**config.mk**
```make
export PLATFORM = sky130hd
export DESIGN_NAME = nvme_port_reset_sequencer
export DESIGN_NICKNAME = d
export VERILOG_FILES = /design/src/rtl/nvme_port_reset_sequencer.sv
export SDC_FILE = /design/constraint.sdc
export NUM_CORES = 1
export LEC_CHECK = 0
export CORE_ASPECT_RATIO = 1.1
export CORE_MARGIN = 4
export CORE_UTILIZATION = 45
export CTS_BUF_LIST = sky130_fd_sc_hd__clkbuf_16
export DETAILED_ROUTE_END_ITERATION = 8
export GPL_TIMING_DRIVEN = 0
export HOLD_SLACK_MARGIN = 0.06
export PLACE_DENSITY = 0.65
export SLEW_MARGIN = 20
export SYNTH_ARGS = -nofsm -noshare
export SYNTH_HDL_FRONTEND = slang
export SYNTH_SLANG_ARGS = --single-unit
export TNS_END_PERCENT = 5
```
**constraint.sdc**
```tcl
create_clock -name clk -period 3.8 [get_ports clk]
set_input_delay 0.76 -clock clk [delete_from_list [all_inputs] [get_ports clk]]
set_output_delay 0.76 -clock clk [all_outputs]
set_load 0.02 [all_outputs]
```
**src/rtl/nvme_port_reset_sequencer.sv**
```systemverilog
// ============================================================================
// nvme_port_reset_sequencer : PERST# / link bring-up sequencer with bounded retry
// Revision: 1.0
// ============================================================================
`default_nettype none

module nvme_port_reset_sequencer #(
  parameter int T_ASSERT       = 25000,
  parameter int T_LINK_TIMEOUT = 250000,
  parameter int T_STABLE       = 64,
  parameter int MAX_RETRIES    = 3,
  parameter int CNT_W          = 20
) (
  input  logic       clk,
  input  logic       rst,
  input  logic       host_perstn_sync,
  input  logic       enable,
  input  logic       link_up,
  input  logic       retry_req,
  output logic       oc0a_perstn,
  output logic       link_ready,
  output logic       fail,
  output logic [3:0] attempt_cnt,
  output logic [2:0] state_o
);

  localparam logic [2:0] c_st_idle   = 3'd0;
  localparam logic [2:0] c_st_assert = 3'd1;
  localparam logic [2:0] c_st_wait   = 3'd2;
  localparam logic [2:0] c_st_linked = 3'd3;
  localparam logic [2:0] c_st_fail   = 3'd4;

  localparam logic [CNT_W-1:0] c_assert_last  = CNT_W'(T_ASSERT - 1);
  localparam logic [CNT_W-1:0] c_timeout_last = CNT_W'(T_LINK_TIMEOUT - 1);
  localparam logic [CNT_W-1:0] c_stable_last  = CNT_W'(T_STABLE - 1);
  localparam logic [CNT_W-1:0] c_cnt_one      = CNT_W'(1);
  localparam logic [3:0]       c_max_retries  = 4'(MAX_RETRIES);

  logic [2:0]       r_state;
  logic [2:0]       w_next_state;
  logic [CNT_W-1:0] r_timer;
  logic [CNT_W-1:0] r_stable;
  logic [3:0]       r_attempt;
  logic             w_attempt_clr;
  logic             w_attempt_inc;
  logic             w_timing;
  logic             r_perstn;
  logic             r_link_ready;
  logic             r_fail;
  logic             w_perstn_d;
  logic             w_link_ready_d;
  logic             w_fail_d;

  // State register plus the timer / stable / attempt counters that follow it
  always_ff @(posedge clk or posedge rst) begin
    if (rst) begin
      r_state   <= c_st_idle;
      r_timer   <= '0;
      r_stable  <= '0;
      r_attempt <= 4'd0;
    end else begin
      r_state <= w_next_state;

      if (w_next_state != r_state) begin
        r_timer <= '0;
      end else if (w_timing) begin
        r_timer <= r_timer + c_cnt_one;
      end

      if ((r_state != c_st_wait) || (w_next_state != c_st_wait) || !link_up) begin
        r_stable <= '0;
      end else begin
        r_stable <= r_stable + c_cnt_one;
      end

      if (w_attempt_clr) begin
        r_attempt <= 4'd0;
      end else if (w_attempt_inc && (r_attempt != 4'hF)) begin
        r_attempt <= r_attempt + 4'd1;
      end
    end
  end

  always_comb begin
    w_next_state  = r_state;
    w_attempt_clr = 1'b0;
    w_attempt_inc = 1'b0;
    w_timing      = (r_state == c_st_assert) || (r_state == c_st_wait);

    if (!host_perstn_sync || !enable) begin
      w_next_state  = c_st_idle;
      w_attempt_clr = 1'b1;
    end else begin
      case (r_state)
        c_st_idle: begin
          w_next_state = c_st_assert;
        end
        c_st_assert: begin
          if (r_timer == c_assert_last) begin
            w_next_state = c_st_wait;
          end
        end
        c_st_wait: begin
          // A completed stable window beats a timeout landing on the same cycle
          if (link_up && (r_stable == c_stable_last)) begin
            w_next_state = c_st_linked;
          end else if (r_timer == c_timeout_last) begin
            if (r_attempt == c_max_retries) begin
              w_next_state = c_st_fail;
            end else begin
              w_next_state  = c_st_assert;
              w_attempt_inc = 1'b1;
            end
          end
        end
        c_st_linked: begin
          if (!link_up) begin
            if (r_attempt == c_max_retries) begin
              w_next_state = c_st_fail;
            end else begin
              w_next_state  = c_st_assert;
              w_attempt_inc = 1'b1;
            end
          end
        end
        c_st_fail: begin
          if (retry_req) begin
            w_next_state  = c_st_assert;
            w_attempt_clr = 1'b1;
          end
        end
        default: begin
          w_next_state = c_st_idle;
        end
      endcase
    end
  end

  always_comb begin
    w_perstn_d     = (r_state == c_st_wait) || (r_state == c_st_linked);
    w_link_ready_d = (r_state == c_st_linked);
    w_fail_d       = (r_state == c_st_fail);
  end

  // Outputs are decoded from the current state, so they lag a transition by one cycle
  always_ff @(posedge clk or posedge rst) begin
    if (rst) begin
      r_perstn     <= 1'b0;
      r_link_ready <= 1'b0;
      r_fail       <= 1'b0;
    end else begin
      r_perstn     <= w_perstn_d;
      r_link_ready <= w_link_ready_d;
      r_fail       <= w_fail_d;
    end
  end

  assign oc0a_perstn = r_perstn;
  assign link_ready  = r_link_ready;
  assign fail        = r_fail;
  assign attempt_cnt = r_attempt;
  assign state_o     = r_state;

endmodule

`default_nettype wire

```
==> Word-level counts from Yosys, hierarchy flattened <==
Cells that the tools add are included.
{ "totals": {"regBits": 50, "latchBits": 0, "ram_bits": 0, "rom_bits": 0, "input_bits": 6, "out_inout_bits": 10, "word_cells": 57, "mem_count": 0} }
{ "op_classes": {"add_sub_neg": 3, "mul": 0, "div_mod_pow": 0, "n_lt_le_gt_ge": 0, "n_eq_ne": 12, "n_shift": 0, "n_mux": 22, "bitwise_logic": 0, "reduce_logical": 13} }
{ "ops": {"columns": ["op", "count"], "rows": [
  ["2-to-1 mux 20 bit", 3],
  ["adder 20 x 1 -> 20 bit (second input constant)", 2],
  ["2-to-1 mux 3 bit", 7],
  ["== test 20 x 15 -> 1 bit (second input constant)", 1],
  ["== test 20 x 18 -> 1 bit (second input constant)", 1],
  ["== test 20 x 6 -> 1 bit (second input constant)", 1],
  ["case mux 3 bit (5 select lines)", 1],
  ["2-to-1 mux 1 bit", 8],
  ["2-to-1 mux 4 bit", 2],
  ["== test 3 x 2 -> 1 bit (second input constant)", 2],
  ["inequality test 3 x 2 -> 1 bit (second input constant)", 2],
  ["logical OR 1 bit", 5],
  ["adder 4 x 1 -> 4 bit (second input constant)", 1],
  ["== test 4 x 2 -> 1 bit (second input constant)", 1],
  ["inequality test 4 bit (second input constant)", 1],
  ["nonzero test 2 bit", 2],
  ["== test 3 x 1 -> 1 bit (second input constant)", 1],
  ["== test 3 bit (second input constant)", 1],
  ["logical NOT 1 bit", 3],
  ["logical NOT 3 bit", 1],
  ["inequality test 3 bit", 1],
  ["logical AND 1 bit", 2],
  ["case mux 1 bit (2 select lines)", 1]
]} }

==> Depth between registers and ports, before layout <==
Gate-level depths: netlist (run 1).
{ "depth": {"depth_word": 10, "depth_mapped": 8, "ltp_nobuf": 7} }

==> Least setup slack after synthesis (run 1) <==
Ideal clock, no wire load.
{ "synth_path": {"kind": "in2reg", "from": "input link_up", "to": "register r_timer[11]", "setup_ns": 0.119, "arrival_time_ns": 1.995, "required_time_ns": 3.681, "slack_ns": 1.686, "cell_stages": 7, "n_path_buf": 1, "cell_sequence": "nor4b_1 -> and4_1 -> a211o_1 -> a221o_1 -> o211ai_2 -> buf_6 -> nor2_1"} }
{ "synth_between": {"elab_chain_cells": 6, "elab_cells_between_ends": 8, "classes_between": "eq/ne: 1; mux: 5; reduce/logical: 2"} }
{ "synth_rtl": {"columns": ["element", "line_no", "text"], "rows": [
  ["start, declared", "18", "input logic link_up,"],
  ["logical AND 1 bit", "105", "if (link_up && (r_stable == c_stable_last)) begin"],
  ["2-to-1 mux 3 bit", "105", null],
  ["case mux 3 bit (5 select lines) (*)", "94", "case (r_state)"],
  ["2-to-1 mux 3 bit (*)", "90", "if (!host_perstn_sync || !enable) begin"],
  ["inequality test 3 bit (*)", "64", "if (w_next_state != r_state) begin"],
  ["2-to-1 mux 20 bit / nonzero test 2 bit (equally long branches)", null, null],
  ["end signal, assigned", "67", "r_timer <= r_timer + c_cnt_one;"],
  ["end, declared", "41", "logic [CNT_W-1:0] r_timer;"]
]} }
Every way passes the cells marked *; elsewhere a longest branch is shown, timed or not.
A chain may end at the register's enable or synchronous reset.

==> Worst setup path after layout (run 1) <==
{ "layout_path": {"from": "input link_up", "to": "register r_attempt[2] (netlist: attempt_cnt[2])"} }
{ "layout_between": {"elab_chain_cells": 6, "elab_cells_between_ends": 7, "classes_between": "mux: 4; reduce/logical: 3"} }
{ "layout_rtl": {"columns": ["element", "line_no", "text"], "rows": [
  ["logical AND 1 bit", "105", null],
  ["2-to-1 mux 1 bit", "105", null],
  ["case mux 1 bit (2 select lines) (*)", "94", null],
  ["2-to-1 mux 1 bit (*)", "90", null],
  ["logical AND 1 bit (*)", "78", "end else if (w_attempt_inc && (r_attempt != 4'hF)) begin"],
  ["nonzero test 2 bit (no line) (*)", null, null],
  ["end signal, assigned", "79", "r_attempt <= r_attempt + 4'd1;"],
  ["end, declared", "43", "logic [3:0] r_attempt;"]
]} }
Marks and branches as above.

==> impl_metrics.toml, run 1 <==
[worst_setup_path]
critical_path.slowest_cell = "clkdlybuf4s50_1"
cp.required_ns = 3.98
cp_top_family = "simple AND/OR/NAND/NOR gates"
cpPeakStageDelay_ns = 0.62
crit_type = "input port to register"
path_cells = "clkdlybuf4s50_1 -> nor4b_1 -> and4_1 -> a211o_1 -> o21ai_2 -> and4b_1 -> a311o_1"
r2r_end = "r_timer[16]"
crit_start = "link_up"
worst_setup_path_start_kind = "input port"
r2r_setup_slack_ns = 1.49
cp_num_buf_inv = 1
crit_end = "attempt_cnt[2]"
crit_cells = 7
rr_worst_depth = 7
end_kind = "register"
cp_max_fo = 7
r2r-start = "r_timer[9]"
cp.arrival_ns = 2.93

[pwr]
powerDensity_nw_per_um2 = 337
ir_worst_vdd_v = 0.000197
p_leak_nw = 1.31

[place]
dp_hpwl_um = 4050
globalplace.congestion = 0.793
dp_cells = 384
io_buffers = 15

[synthesis]
synth.cells.most_frequent = "nor2_1, dfrtp_1, nand2_1"
synthMostInstantiatedCell = "nor2_1"
seq_area_frac_synth_pct = 45.9
ys_seq_elements = 50
synth_area_um2 = 2730
synth_edf_count = 0
synth_area_leader_cell = "dfrtp_1"
syn_nets = 300
synth_area_per_cell_um2 = 9.36
synth.distinct_cells = 43
async_reset_ff_share_pct = 100
yosys.area.top_type_share_pct = 45.9
ys_warn_count = 0
synthTopCellsByArea = "dfrtp_1, nor2_1, xnor2_1"
syn_inst = 291
synth_flop_cell = "dfrtp_1"

[clock_tree]
clk_latency_ns = 0.29
cts_root_buffer = "clkbuf_16"
clock-sinks = 50
post_cts_buffers = 0
cts_resized = 0
htree_levels = 2
cts_buffer_depth = 2
cts_buffers = 5
clkTransAtPathRegs_ns = 0.07
cts_tree = "yes"
hold_buffers = 0

[detailed_routing]
drtIter0Drc = 122
routed_via_density = 5.33
drc_errors = 0
drt-total-wl_um = 5510
antenna_left = 0
routedWlPerCell_um = 14.1
route.vias.total = 2089
first_pass_iters = 4

[global_routing]
grt.total_usage_pct = 16.8
grt_pass1_wl_um = 9690
antenna_found_initial = 0
grt_max_degree = 31
grt_pass1_vias = 2032
grt_overflow = 0

[floorplan]
fp-row-count = 29
die_h_um = 89.6
start_util_pct = 46.9
die_area_um2 = 7370
die_x_um = 82.2
io_pins = 16
core_region_area_um2 = 5810

[sta]
grt_setup_unrepaired = "false"
drv_slew = 0
period_share_pct = 72.4
setup_tns_ns = 0
slew_headroom_pct = 61.4
finalHoldViolCount = 0
worst_pin_slew_ns = 0.574
max_clock_freq_mhz = 363
setup_viol_count_final = 0
fin_crit_ns = 2.75
skew_ns = 0.0121

[layout]
n_fill_cell = 542
drive_gt1_share_pct = 6.98
diodes = 0
multiInputGateArea_um2 = 1380
regArea_um2 = 1250
final_util_pct = 54.1
final_nets = 323
area_growth_pct = 15.2
fin_cells = 392

[flow_run]
drv_cap = 0

[status]
status = "finished clean"

[hold_path]
hold_class = "register to register"
==> report_power, final <==
part           total, mW  switching [mW]  internal [mW]
clock network      0.444           0.200          0.244
registers          0.544         0.00629          0.538
logic             0.0695          0.0429         0.0266
total               1.06           0.249          0.809
==> metal layers <==
layer,up-vias,GRT usage [%],wire length (µm)
li1,1069,-,-
met1,994,23.4,2680
met2,24,27.0,2680
met3,2,2.99,136
met4,0,4.53,18
met5,-,0,0
==> stage by stage <==
stage | total power [mW] | area [µm²] | hold WS (ns) | setup slack (ns)
global route | 1.11 | 3140 | 0.510 | 0.868
detailed placement | 0.626 | 2990 | 0.480 | 0.853
global placement | 0.622 | 2970 | 0.479 | 0.805
finish | 1.06 | 3140 | 0.486 | 1.05
floorplan | 0.600 | 2730 | 0.455 | 1.69
CTS | 1.07 | 3140 | 0.489 | 1.03
==> how the worst min path moves through the flow <==
stage                        to  slack (ns)  cells after the start        start
floorplan           r_stable[0]        0.45                      1  r_stable[0]
global placement    r_stable[0]        0.48                      1  r_stable[0]
detailed placement  r_stable[0]        0.48                      1  r_stable[0]
CTS                 r_stable[0]        0.49                      1  r_stable[0]
global route        r_stable[0]        0.51                      1  r_stable[0]
finish              r_stable[0]        0.49                      1  r_stable[0]
==> cell families (layout without fill, tap and decap cells) <==
kind of cell | after synthesis | after routing | share of synthesized area (%)
buf+inv | 18 | 42 | 3.31
flops | 50 | 50 | 45.9
simple gates | 157 | 157 | 30.0
fa+ha+maj | 3 | 3 | 1.38
compound gates | 23 | 23 | 6.57
xor+xnor | 40 | 40 | 12.9
==> area by class of cell <==
cell class	instances	share of cell area, %
multi-input cells	223	44.1
flip-flops and latches	50	39.9
repair buffers	16	5.42
clock buffers	5	3.99
well taps	77	3.07
plain buffers	9	1.79
inverters	9	1.08
clock inverters	3	0.678
==> state kept, by name, indices dropped and copies added (netlist names) <==
| register | flops |
|---|---|
| r_stable | 20 |
| r_timer | 20 |
| attempt_cnt | 4 |
| state_o | 3 |
| fail | 1 |
| link_ready | 1 |
| oc0a_perstn | 1 |
==> layout by cell type (no fill, tap or decap), types with 3 or more instances in the layout <==
cell type / netlist / routed
nor4_1: 9 / 9
nor3_1: 6 / 6
nor4b_1: 3 / 3
and3_1: 10 / 10
buf_2: 6 / 6
xor2_1: 20 / 20
and2_1: 4 / 4
clkbuf_16: 0 / 5
nor2_1: 52 / 52
clkdlybuf4s50_1: 0 / 15
nand2b_1: 3 / 3
o21ai_0: 3 / 3
and4_1: 5 / 5
dfrtp_1: 50 / 50
inv_1: 9 / 8
a21oi_1: 3 / 3
nand2_1: 21 / 21
ha_1: 3 / 3
nand4_1: 10 / 10
nand3_1: 20 / 20
xnor2_1: 20 / 20
nor2b_1: 3 / 3
Power figures use the tool's default switching activity.
==> inputs of run 2 (changes only) <==
Clock period 3.8 ns to 2.6 ns, I/O delays scaled along.
==> run 2 against run 1 <==
Total power rose by 47%. Utilization rose by 0.11 points. Combinational power rose by 47%. First-iteration DRC count fell by 17%. Routed wire length rose by 0.16%. Critical path depth did not move. Highest routed layer unchanged.
==> impl_metrics.toml, run 2 (same netlist as run 1, synthesis figures left out) <==
[clock_tree]
clock-sinks = 50
clk_latency_ns = 0.29
htree_levels = 2
cts_buffer_depth = 2
cts_root_buffer = "clkbuf_16"
hold_buffers = 0
cts_buffers = 5
cts_tree = "yes"
clkTransAtPathRegs_ns = 0.07

[pwr]
ir_worst_vdd_v = 0.000293
switching_share_pct = 23.7
p_seq_share_pct = 51.3
combPwrFrac_pct = 6.6
powerDensity_nw_per_um2 = 493
intPower_mw = 1.18
power_switching_mw = 0.368
p_leak_nw = 1.31
p_total_mw = 1.55
p_clk_share_pct = 42.1

[layout]
mostFrequentLayoutCells = "nor2_1, dfrtp_1, nand2_1"
fin_area_um2 = 3140
area_growth_pct = 15.4
final_util_pct = 54.2
diodes = 0
final_nets = 323
fin_cells = 392
drive_gt1_share_pct = 7.30
mostFrequentLayoutCell = "nor2_1"
n_fill_cell = 540

[detailed_routing]
drc_errors = 0
drt-total-wl_um = 5520
first_pass_iters = 4
route.vias.total = 2091
routedWlPerCell_um = 14.1
antenna_left = 0
drtIter0Drc = 101
routed_via_density = 5.33

[worst_setup_path]
cp.arrival_ns = 2.59
cp_num_buf_inv = 1
cpPeakStageDelay_ns = 0.63
rr_worst_depth = 7
path_cells = "clkdlybuf4s50_1 -> nor4b_2 -> and4_1 -> a211o_1 -> o21ai_2 -> and4b_1 -> a311o_1"
crit_type = "input port to register"
end_kind = "register"
cp_top_family = "simple AND/OR/NAND/NOR gates"
cp.required_ns = 2.78
critical_path.slowest_cell = "clkdlybuf4s50_1"
worst_setup_path_start_kind = "input port"
cp_max_fo = 7
crit_cells = 7
r2r_setup_slack_ns = 0.29

[sta]
skew_ns = 0.0134
slew_headroom_pct = 61.4
hold_ws_ns = 0.486
setup_ws_ns = 0.181
worst_pin_slew_ns = 0.574
max_clock_freq_mhz = 413
grt_setup_unrepaired = "false"
setup_tns_ns = 0
finalHoldViolCount = 0
period_share_pct = 93.0
drv_slew = 0
fin_crit_ns = 2.42
setup_viol_count_final = 0

[place]
dp_hpwl_um = 4050
io_buffers = 15
globalplace.congestion = 0.793
post-place-ws_ns = -0.107
place_area_um2 = 2990
dp_cells = 384

[floorplan]
die_x_um = 82.2
start_util_pct = 46.9
core_region_area_um2 = 5810
die_h_um = 89.6
die_area_um2 = 7370
fp-row-count = 29
io_pins = 16

[hold_path]
hold_path_depth = 1
hold_class = "register to register"

[global_routing]
grt_pass1_vias = 2032
antenna_found_initial = 0
grt.total_usage_pct = 16.8
grt_overflow = 0
grt_max_degree = 31
grt_pass1_wl_um = 9690

[status]
status = "finished clean"

[flow_run]
drv_cap = 0
==> run 2: path summary, 6_finish.rpt <==
path / from / endpoint
worst max register to register: r_timer[9] / r_timer[16]
worst max-delay path: link_up / attempt_cnt[2]
max in group asynchronous: rst / r_timer[17]
min in group asynchronous: rst / r_stable[12]
worst min register to register: r_stable[0] / r_stable[0]
worst min-delay path: r_stable[0] / r_stable[0]
==> run 2: cell type report <==
cell class | instances | area, µm² | share of cell area, %
inverter | 9 | 33.8 | 1.07
clock inverter | 3 | 21.3 | 0.676
buffer | 9 | 56.3 | 1.79
clock buffer | 5 | 125 | 3.98
timing repair buffer | 16 | 170 | 5.41
tap | 77 | 96.3 | 3.06
multi-input combinational | 223 | 1390 | 44.2
sequential | 50 | 1250 | 39.8
==> run 2: power groups by stage <==
stage                     Combinational (mW)  Sequential [mW]  Clock (mW)
final                                  0.102            0.795       0.653
after CTS                              0.104            0.796       0.668
after global placement                0.0975            0.811           0
after detailed placement               0.103            0.811           0
after floorplan                       0.0665            0.810           0
after global routing                   0.114            0.797       0.706
==> run 2: timing repair <==
item,CTS,global route
endpoints found under the setup margin,0,42
gates resized for setup,0,1
setup buffers,0,0
==> run 2: worst register-to-register path: stages, from the launching register on <==
cell      delay, ns
dfrtp_1        0.44
nor4b_1        0.43
nand4_1        0.24
a211o_1        0.42
a221o_1        0.34
o211ai_2       0.10
buf_6          0.17
nor2_1         0.05
==> run 2: layer usage <==
metal / track usage, % / vias up / part of all wire (%)
li1: - / 1068 / -
met1: 23.4 / 996 / 50
met2: 27.0 / 23 / 48
met3: 2.99 / 4 / 1.9
met4: 4.53 / 0 / 0.56
met5: 0 / - / 0
